--- src/rtl/mux_rr_if.sv ---
// Handshake bundle between the four requesters, the round-robin scheduler and the 4:1 mux.
// The scheduler takes the master view; producers and the mux take the slave view.
interface mux_rr_if;
  logic [3:0] req;
  logic [3:0] gnt;
  logic [1:0] sel;
  logic       en;
  logic       busy;
  logic       switch;

  modport master (input req, output gnt, sel, en, busy, switch);
  modport slave  (output req, input gnt, sel, en, busy, switch);
endinterface

--- src/rtl/mux_rr_scheduler.sv ---
// Round-robin owner scheduler for a shared 4:1 mux: time-sliced ownership with an
// optional break-before-make gap (en low) between owners.
module mux_rr_scheduler #(
  parameter int SLOT_CYCLES = 8,  // 1..255
  parameter int GAP_CYCLES  = 1   // 0..15, 0 = direct handover
) (
  input  logic      clk,
  input  logic      rst,
  mux_rr_if.master  bus
);

  localparam logic [1:0] IDLE  = 2'd0;
  localparam logic [1:0] GRANT = 2'd1;
  localparam logic [1:0] GAP   = 2'd2;

  localparam logic [7:0] SLOT_LAST = 8'(SLOT_CYCLES - 1);
  localparam logic [3:0] GAP_LAST  = 4'((GAP_CYCLES > 0) ? GAP_CYCLES - 1 : 0);

  logic [1:0] state;
  logic [7:0] slot_cnt;
  logic [3:0] gap_cnt;
  logic [1:0] last;
  logic [3:0] gnt_q;
  logic [1:0] sel_q;
  logic       en_q, busy_q, switch_q;

  // Returns {found, index}: first set request scanning from one past `from`, wrapping 3->0,
  // so `from` itself is the last candidate considered.
  function automatic logic [2:0] pick(input logic [3:0] r, input logic [1:0] from);
    logic [1:0] idx;
    pick = 3'b000;
    for (int i = 4; i >= 1; i--) begin
      idx = from + 2'(i);
      if (r[idx]) pick = {1'b1, idx};
    end
  endfunction

  logic [2:0] win;
  logic       exit_now, slot_end, gap_done;
  logic       take_grant, to_gap, go_idle;

  assign win      = pick(bus.req, last);
  assign slot_end = (slot_cnt == SLOT_LAST);
  assign exit_now = (state == GRANT) &&
                    (!bus.req[sel_q] || (slot_end && |(bus.req & ~gnt_q)));
  assign gap_done = (state == GAP) && (gap_cnt == GAP_LAST);

  // NOTE: every always_comb output gets a default first so no path leaves it unassigned (no latch).
  always_comb begin
    take_grant = 1'b0;
    to_gap     = 1'b0;
    go_idle    = 1'b0;
    case (state)
      IDLE:  take_grant = win[2];
      GRANT: if (exit_now) begin
               if (GAP_CYCLES > 0) to_gap = 1'b1;
               else if (win[2])    take_grant = 1'b1;
               else                go_idle = 1'b1;
             end
      GAP:   if (gap_done) begin
               take_grant = win[2];
               go_idle    = !win[2];
             end
      default: go_idle = 1'b1;
    endcase
  end

  // NOTE: sequential state uses non-blocking assignments so every register sees pre-edge values.
  always_ff @(posedge clk or posedge rst) begin
    if (rst) begin
      state    <= IDLE;
      slot_cnt <= 8'd0;
      gap_cnt  <= 4'd0;
      last     <= 2'd3;
      gnt_q    <= 4'b0000;
      sel_q    <= 2'b00;
      en_q     <= 1'b0;
      busy_q   <= 1'b0;
      switch_q <= 1'b0;
    end else begin
      switch_q <= exit_now;

      if (take_grant) begin
        state    <= GRANT;
        gnt_q    <= 4'b0001 << win[1:0];
        sel_q    <= win[1:0];
        last     <= win[1:0];
        en_q     <= 1'b1;
        busy_q   <= 1'b1;
        slot_cnt <= 8'd0;
      end else if (to_gap) begin
        state   <= GAP;
        gnt_q   <= 4'b0000;
        en_q    <= 1'b0;
        gap_cnt <= 4'd0;
      end else if (go_idle) begin
        state  <= IDLE;
        gnt_q  <= 4'b0000;
        en_q   <= 1'b0;
        busy_q <= 1'b0;
      end else if (state == GRANT) begin
        // Slot expiry with nobody else waiting just starts a fresh slot for the same owner.
        slot_cnt <= slot_end ? 8'd0 : slot_cnt + 8'd1;
      end else if (state == GAP) begin
        gap_cnt <= gap_cnt + 4'd1;
      end
    end
  end

  assign bus.gnt    = gnt_q;
  assign bus.sel    = sel_q;
  assign bus.en     = en_q;
  assign bus.busy   = busy_q;
  assign bus.switch = switch_q;

endmodule

--- src/flat_wrapper.sv ---
// flat-port wrapper written by rule: the top's interface ports become plain ports
module mux_rr_scheduler_flat 
#(
  parameter int SLOT_CYCLES = 8,           
  parameter int GAP_CYCLES  = 1                                
)
  (clk, rst, bus_req, bus_gnt, bus_sel, bus_en, bus_busy, bus_switch);
  mux_rr_if bus_i ();
  input  logic clk;
  input  logic rst;
  input wire logic [$bits(bus_i.req)-1:0] bus_req;
  output wire logic [$bits(bus_i.gnt)-1:0] bus_gnt;
  output wire logic [$bits(bus_i.sel)-1:0] bus_sel;
  output wire logic [$bits(bus_i.en)-1:0] bus_en;
  output wire logic [$bits(bus_i.busy)-1:0] bus_busy;
  output wire logic [$bits(bus_i.switch)-1:0] bus_switch;
  assign bus_i.req = bus_req;
  assign bus_gnt = bus_i.gnt;
  assign bus_sel = bus_i.sel;
  assign bus_en = bus_i.en;
  assign bus_busy = bus_i.busy;
  assign bus_switch = bus_i.switch;
  mux_rr_scheduler #(.SLOT_CYCLES(SLOT_CYCLES), .GAP_CYCLES(GAP_CYCLES)) u_core (.clk(clk), .rst(rst), .bus(bus_i));
endmodule
--- config.mk ---
export PLATFORM = sky130hd
export DESIGN_NAME = mux_rr_scheduler_flat
export DESIGN_NICKNAME = d
export VERILOG_FILES = /design/src/rtl/mux_rr_if.sv /design/src/rtl/mux_rr_scheduler.sv /design/src/flat_wrapper.sv
export SDC_FILE = /design/constraint.sdc
export NUM_CORES = 1
export LEC_CHECK = 0
export ABC_CLOCK_PERIOD_IN_PS = 3170
export CORE_UTILIZATION = 23
export DETAILED_ROUTE_END_ITERATION = 8
export PLACE_DENSITY = 0.52
export SYNTH_ARGS = -nofsm -noshare
export SYNTH_HDL_FRONTEND = slang
export SYNTH_SLANG_ARGS = --single-unit
--- constraint.sdc ---
create_clock -name clk -period 3.17 [get_ports clk]
set_input_delay 0.951 -clock clk [delete_from_list [all_inputs] [get_ports clk]]
set_output_delay 0.951 -clock clk [all_outputs]
set_load 0.02 [all_outputs]
==> flow_summary.toml, run 1 <==
[clocking]
cts-htree-levels = 1
cts_resized = 0
numCtsBuffers = 3
cts_sinks = 24
holdBufCountCts = 0
postCtsSetupRepairBufs = 0
cts_buffer_depth = 2
insertion_delay_ns = 0.27
cts_tree = "built"
root_buffer = "clkbuf_8"
clk_pin_slew_ns = 0.09

[grt]
grt_pass1_vias = 998
grt_use_met1_pct = 14.2
grt_first_pass_wirelength_mm = 4.87
use_met2_pct = 15.9
use_met3_pct = 2.40
grt_max_degree = 25
grt.total_usage_pct = 10.3
globalRouteOverflowTotal = 0
busiest_layer = "met2"
antenna_found_initial = 0

[sta]
hold_viol = 0
setup_viol = 0
worst_hold_slack_ns = 0.511
fin_tns_setup_ns = 0
finalCriticalPeriod_ns = 2.55
min_period_over_period_pct = 80.4
skew_ns = 0.00193
max_freq_mhz = 392
finalMaxSlewViolations = 0
max_slew.worst_pin.slew_ns = 0.490
setup_slack_ns = 0.621
rsz0062_at_grt = "false"
slew_headroom_pct = 67.1

[floorplan]
chipWidth_um = 76.2
initial_core_util_pct = 24.3
die_area_um2 = 5800
coreArea_um2 = 5200
num_io_pins = 15
row_count = 26
die_h_um = 76.2

[critical_path]
worstPathCellList = "clkdlybuf4s50_1, nor4_1, nor2_1, o21ai_0, o211ai_1, o31ai_1"
critPathMaxFanout = 6
crit_slowest_cell = "clkdlybuf4s50_1"
rr_endpoint = "u_core.bus.gnt[0]"
path_delay_family = "compound AO/OA/AOI/OAI gates"
crit_end = "u_core.bus.gnt[2]"
cp_num_buf_inv = 1
startpoint = "bus_req[1]"
start_kind = "input port"
r2r_start = "u_core.slot_cnt[5]"
cp.depth = 6
end_kind = "register"
reg2reg_depth = 5
crit_required_ns = 3.35
max_stage_delay_ns = 0.50
crit_type = "in2reg"
reg2reg_setup_slack_ns = 0.96
crit_arrival_ns = 2.73

[layout]
area_delta_synth_final_pct = 23.2
fillCellCount = 567
multi_input_area_um2 = 632
drive_above_1_share_pct = 10.4
seq_area_um2 = 603
num_antenna_cells = 0
fin_nets = 164

[route]
dr.first_iter.drc_count = 40
drtPass1Iterations = 4
antenna_left = 0
wl_mm = 2.79
viasPerCell = 4.69
vias = 1051
drc = 0
wire_per_inst_um = 12.5

[worst_hold_path]
hold_class = "reg2reg"
hp-start = "u_core.last[1]"

[yosys]
syn-cell-area_um2 = 1260
yosysUniqueCellTypes = 38
synth_seq_cells = 24
syn_nets = 144
synth_async_sr_flop_share_pct = 100
seq_area_frac_synth_pct = 47.7
synth-edff-count = 0
syn_area_per_cell_um2 = 9.37
yosysWarnings = 0
synthCells = 135
synth_flop_cell = "dfrtp_1"

[flow_run]
cap_violations = 0

[placement]
portBuffers = 14
place_congestion = 0.853
dp.final_hpwl_mm = 1.96
dp_worst_setup_slack_ns = 0.281

[power_and_ir_drop]
power_leakage_nw = 0.659
vdd_ir_drop_max_mv = 0.228
power.density_nw_per_um2 = 805

[status]
status = "completed"
synthesized netlist by cell type, types with 2 or more instances:
cell / instances / area (um^2)
a21oi_1: 9 / 45.0
a31o_2: 2 / 17.5
and2_1: 2 / 12.5
dfrtp_1: 22 / 551
dfstp_2: 2 / 52.6
ha_1: 3 / 37.5
inv_1: 6 / 22.5
mux2i_1: 4 / 40.0
nand2_1: 18 / 67.6
nand2b_1: 9 / 56.3
nand3_1: 6 / 30.0
nand3b_1: 2 / 15.0
nand4_1: 2 / 12.5
nor2_1: 12 / 45.0
o211ai_1: 4 / 30.0
o21ai_0: 5 / 25.0
o21ai_1: 2 / 10.0
o22ai_1: 4 / 25.0
o31ai_1: 2 / 15.0
worst min-delay path by stage:
stage | to | cells past startpoint | slack (ns)
2_1_floorplan | u_core.slot_cnt[7] | 1 | 0.46
3_3_place_gp | u_core.slot_cnt[7] | 1 | 0.49
3_5_place_dp | u_core.slot_cnt[7] | 1 | 0.50
4_1_cts | u_core.last[1] | 2 | 0.51
5_1_grt | u_core.slot_cnt[7] | 1 | 0.53
6_report | u_core.last[1] | 2 | 0.51
cell usage in the layout, fill, tap and decap left out, types with 3 or more instances in the layout:
cell	n
inv_1	6
o21ai_0	5
nor2_1	12
nand2_1	18
clkdlybuf4s50_1	14
mux2i_1	4
nand2b_1	9
nand3_1	6
clkbuf_8	4
ha_1	3
o22ai_1	4
o211ai_1	4
dfrtp_1	22
a21oi_1	9
flip-flops by register name, indices dropped and copies added, names as in the netlist:
| name | flops |
|---|---|
| u_core.bus.busy | 1 |
| u_core.last | 2 |
| u_core.gap_cnt | 4 |
| u_core.bus.gnt | 4 |
| u_core.slot_cnt | 8 |
| u_core.state | 2 |
| u_core.bus.switch | 1 |
| u_core.bus.sel | 2 |
final cells by class:
type | count | area share (%)
Tap cell | 70 | 5.62
Timing Repair Buffer | 16 | 9.95
Multi-Input combinational cell | 103 | 40.5
Clock buffer | 4 | 3.53
Inverter | 7 | 1.69
Sequential cell | 24 | 38.7
per-stage QoR:
stage | area (um^2) | power (mW) | utilization (%) | std cells
finish | 1560 | 1.26 | 30.0 | 224
global route | 1560 | 1.35 | 30.0 | 224
CTS | 1560 | 1.27 | 30.0 | 224
detailed placement | 1500 | 1.05 | 28.9 | 220
global placement | 1500 | 1.05 | 28.9 | 220
floorplan | 1260 | 0.833 | - | 135
cell families (layout without fill, tap and decap cells):
kind of cell | Yosys count | count (layout) | share of synthesized area (%)
muxes | 5 | 5 | 4.06
xor gates and xnor gates | 1 | 1 | 0.693
adders and majority gates | 3 | 3 | 2.97
and+or+nand+nor | 59 | 59 | 23.8
DFF | 24 | 24 | 47.7
AOI/OAI and AO/OA | 35 | 35 | 18.4
buffers and inverters | 8 | 27 | 2.37
worst reg2reg max path: stages (launching register included):
cell and delay (ns):
dfrtp_1 0.44, or4_1 0.51, or3_4 0.38, o221a_1 0.29, or2_4 0.26, a32o_1 0.24
layer usage:
layer,vias to the layer above,wire length [um]
met5,-,0
met4,0,30
met1,495,1460
li1,523,-
met3,4,95
met2,29,1200
power breakdown:
part | total (mW) | leakage [nW] | internal [mW] | switching, mW
logic | 0.549 | 0.319 | 0.241 | 0.307
clock network | 0.214 | 0.0288 | 0.111 | 0.103
registers | 0.492 | 0.312 | 0.399 | 0.0926
total | 1.26 | 0.659 | 0.752 | 0.503
(Power assumes the default switching activity.)
==> run 2, diff against run 1 <==
ABC_CLOCK_PERIOD_IN_PS = 2200   (was 3170)
PLACE_DENSITY = 0.53   (was 0.52)
clock period = 2.2 ns   (was 3.17 ns; I/O delays follow)
==> run 2 against run 1 <==
  * Clock-buffer cell count unchanged
  * Global-route usage increased by 0.73 points
  * Clock power increased by 24%
  * Sequential power increased by 42%
  * Sequential share of layout area decreased by 4.1 points
  * Setup slack got worse by 0.56 ns
  * Flip-flop and latch count unchanged
  * Critical path type is now reg2reg
  * Largest cell class unchanged
  * Highest routed layer unchanged
==> flow_summary.toml, run 2 (synthesis gave the netlist of run 1 again) <==
[status]
status = "completed"

[critical_path]
crit_slowest_cell = "or4_1"
crit_type = "reg2reg"
worstPathCellList = "or4_1, or3_4, o221a_1, or2_4, a32o_1"
crit_required_ns = 2.36
start_kind = "register"
path_delay_family = "simple AND/OR/NAND/NOR gates"
critPathMaxFanout = 5
max_stage_delay_ns = 0.53
end_kind = "register"
crit_arrival_ns = 2.30
cp_num_buf_inv = 0

[sta]
skew_ns = 0.00534
max_freq_mhz = 466
worst_hold_slack_ns = 0.507
min_period_over_period_pct = 97.4
setup_viol = 0
hold_viol = 0
setup_slack_ns = 0.0562
fin_tns_setup_ns = 0
slew_headroom_pct = 75.0
finalMaxSlewViolations = 0
rsz0062_at_grt = "false"
finalCriticalPeriod_ns = 2.14
max_slew.worst_pin.slew_ns = 0.374

[layout]
top_register = "u_core.slot_cnt"
largest_register_ffs = 8
num_antenna_cells = 0
instances_no_fill = 247
fin_nets = 187
layout_commonest_cell = "buf_4"
drive_above_1_share_pct = 22.6
fillCellCount = 555
post-route-util_pct = 33.5
fin_area_um2 = 1750
mostFrequentLayoutCells = "buf_4 (24), dfrtp_1 (22), nand2_1 (18), clkdlybuf4s50_1 (13), nor2_1 (12)"
area_delta_synth_final_pct = 38.0

[clocking]
cts_sinks = 24
insertion_delay_ns = 0.26
cts-htree-levels = 1
numCtsBuffers = 3
cts_buffer_depth = 2
root_buffer = "clkbuf_8"
clk_pin_slew_ns = 0.08
cts_tree = "built"

[grt]
grt_first_pass_wirelength_mm = 5.15
grt_pass1_vias = 1083
antenna_found_initial = 0
globalRouteOverflowTotal = 0
grt_max_degree = 25
grt.total_usage_pct = 11.0

[floorplan]
row_count = 26
die_area_um2 = 5800
coreArea_um2 = 5200
num_io_pins = 15
chipWidth_um = 76.2
die_h_um = 76.2
initial_core_util_pct = 24.3

[placement]
dp_worst_setup_slack_ns = -0.231
place_congestion = 0.817
dp.final_hpwl_mm = 2.19
portBuffers = 14
place_area_um2 = 1670
numPlacedInstances = 241

[route]
antenna_left = 0
drc = 0
wl_mm = 2.94
viasPerCell = 4.49
dr.first_iter.drc_count = 42
drtPass1Iterations = 4
vias = 1110
wire_per_inst_um = 11.9

[flow_run]
cap_violations = 0

[power_and_ir_drop]
power_leakage_nw = 0.786
power.density_nw_per_um2 = 1120
p_total_mw = 1.95
vdd_ir_drop_max_mv = 0.432

[worst_hold_path]
hold_class = "reg2reg"
==> run 2: repair_timing <==
action / in CTS / in global routing
setup buffers: 0 / 2
hold buffers: 0 / 0
setup endpoints to repair: 0 / 6
resized for setup: 0 / 4
==> run 2: report_power, final <==
| group | switching (mW) | internal, mW | leakage [nW] |
|---|---|---|---|
| logic | 0.491 | 0.499 | 0.452 |
| clock network | 0.136 | 0.129 | 0.0228 |
| registers | 0.123 | 0.576 | 0.312 |
==> run 2: worst paths after layout <==
| kind | end | cells after the start | slack [ns] | from |
|---|---|---|---|---|
| setup / recovery | u_core.bus.gnt[0] | 5 | 0.06 | u_core.slot_cnt[3] |
| hold / removal | u_core.slot_cnt[7] | 1 | 0.51 | u_core.slot_cnt[7] |
| setup reg to reg | u_core.bus.gnt[0] | 5 | 0.06 | u_core.slot_cnt[3] |
| hold reg to reg | u_core.slot_cnt[7] | 1 | 0.51 | u_core.slot_cnt[7] |
| max in group asynchronous | u_core.last[0] | 3 | 1.17 | rst |
| min in group asynchronous | u_core.gap_cnt[0] | 3 | 0.73 | rst |
==> run 2: cell type report <==
class | count | area, um^2 | share of cell area (%)
Sequential cell | 24 | 603 | 34.6
Multi-Input combinational cell | 103 | 641 | 36.7
Tap cell | 70 | 87.6 | 5.02
Timing Repair Buffer | 39 | 343 | 19.6
Inverter | 7 | 26.3 | 1.51
Clock buffer | 4 | 45.0 | 2.58
==> run 2: per-layer routing <==
layer	GRT usage, %	wire length (um)	part of all wire, %
met1	15.2	1500	51
met2	17.6	1330	45
met3	1.56	69	2.3
met4	4.04	38	1.3
met5	0	0	0
==> run 2: worst reg2reg max path, delay by kind of cell (launching register included) <==
family,cells,cell delay (ns)
simple gates,3,1.14
compound gates,2,0.51
flops,1,0.39
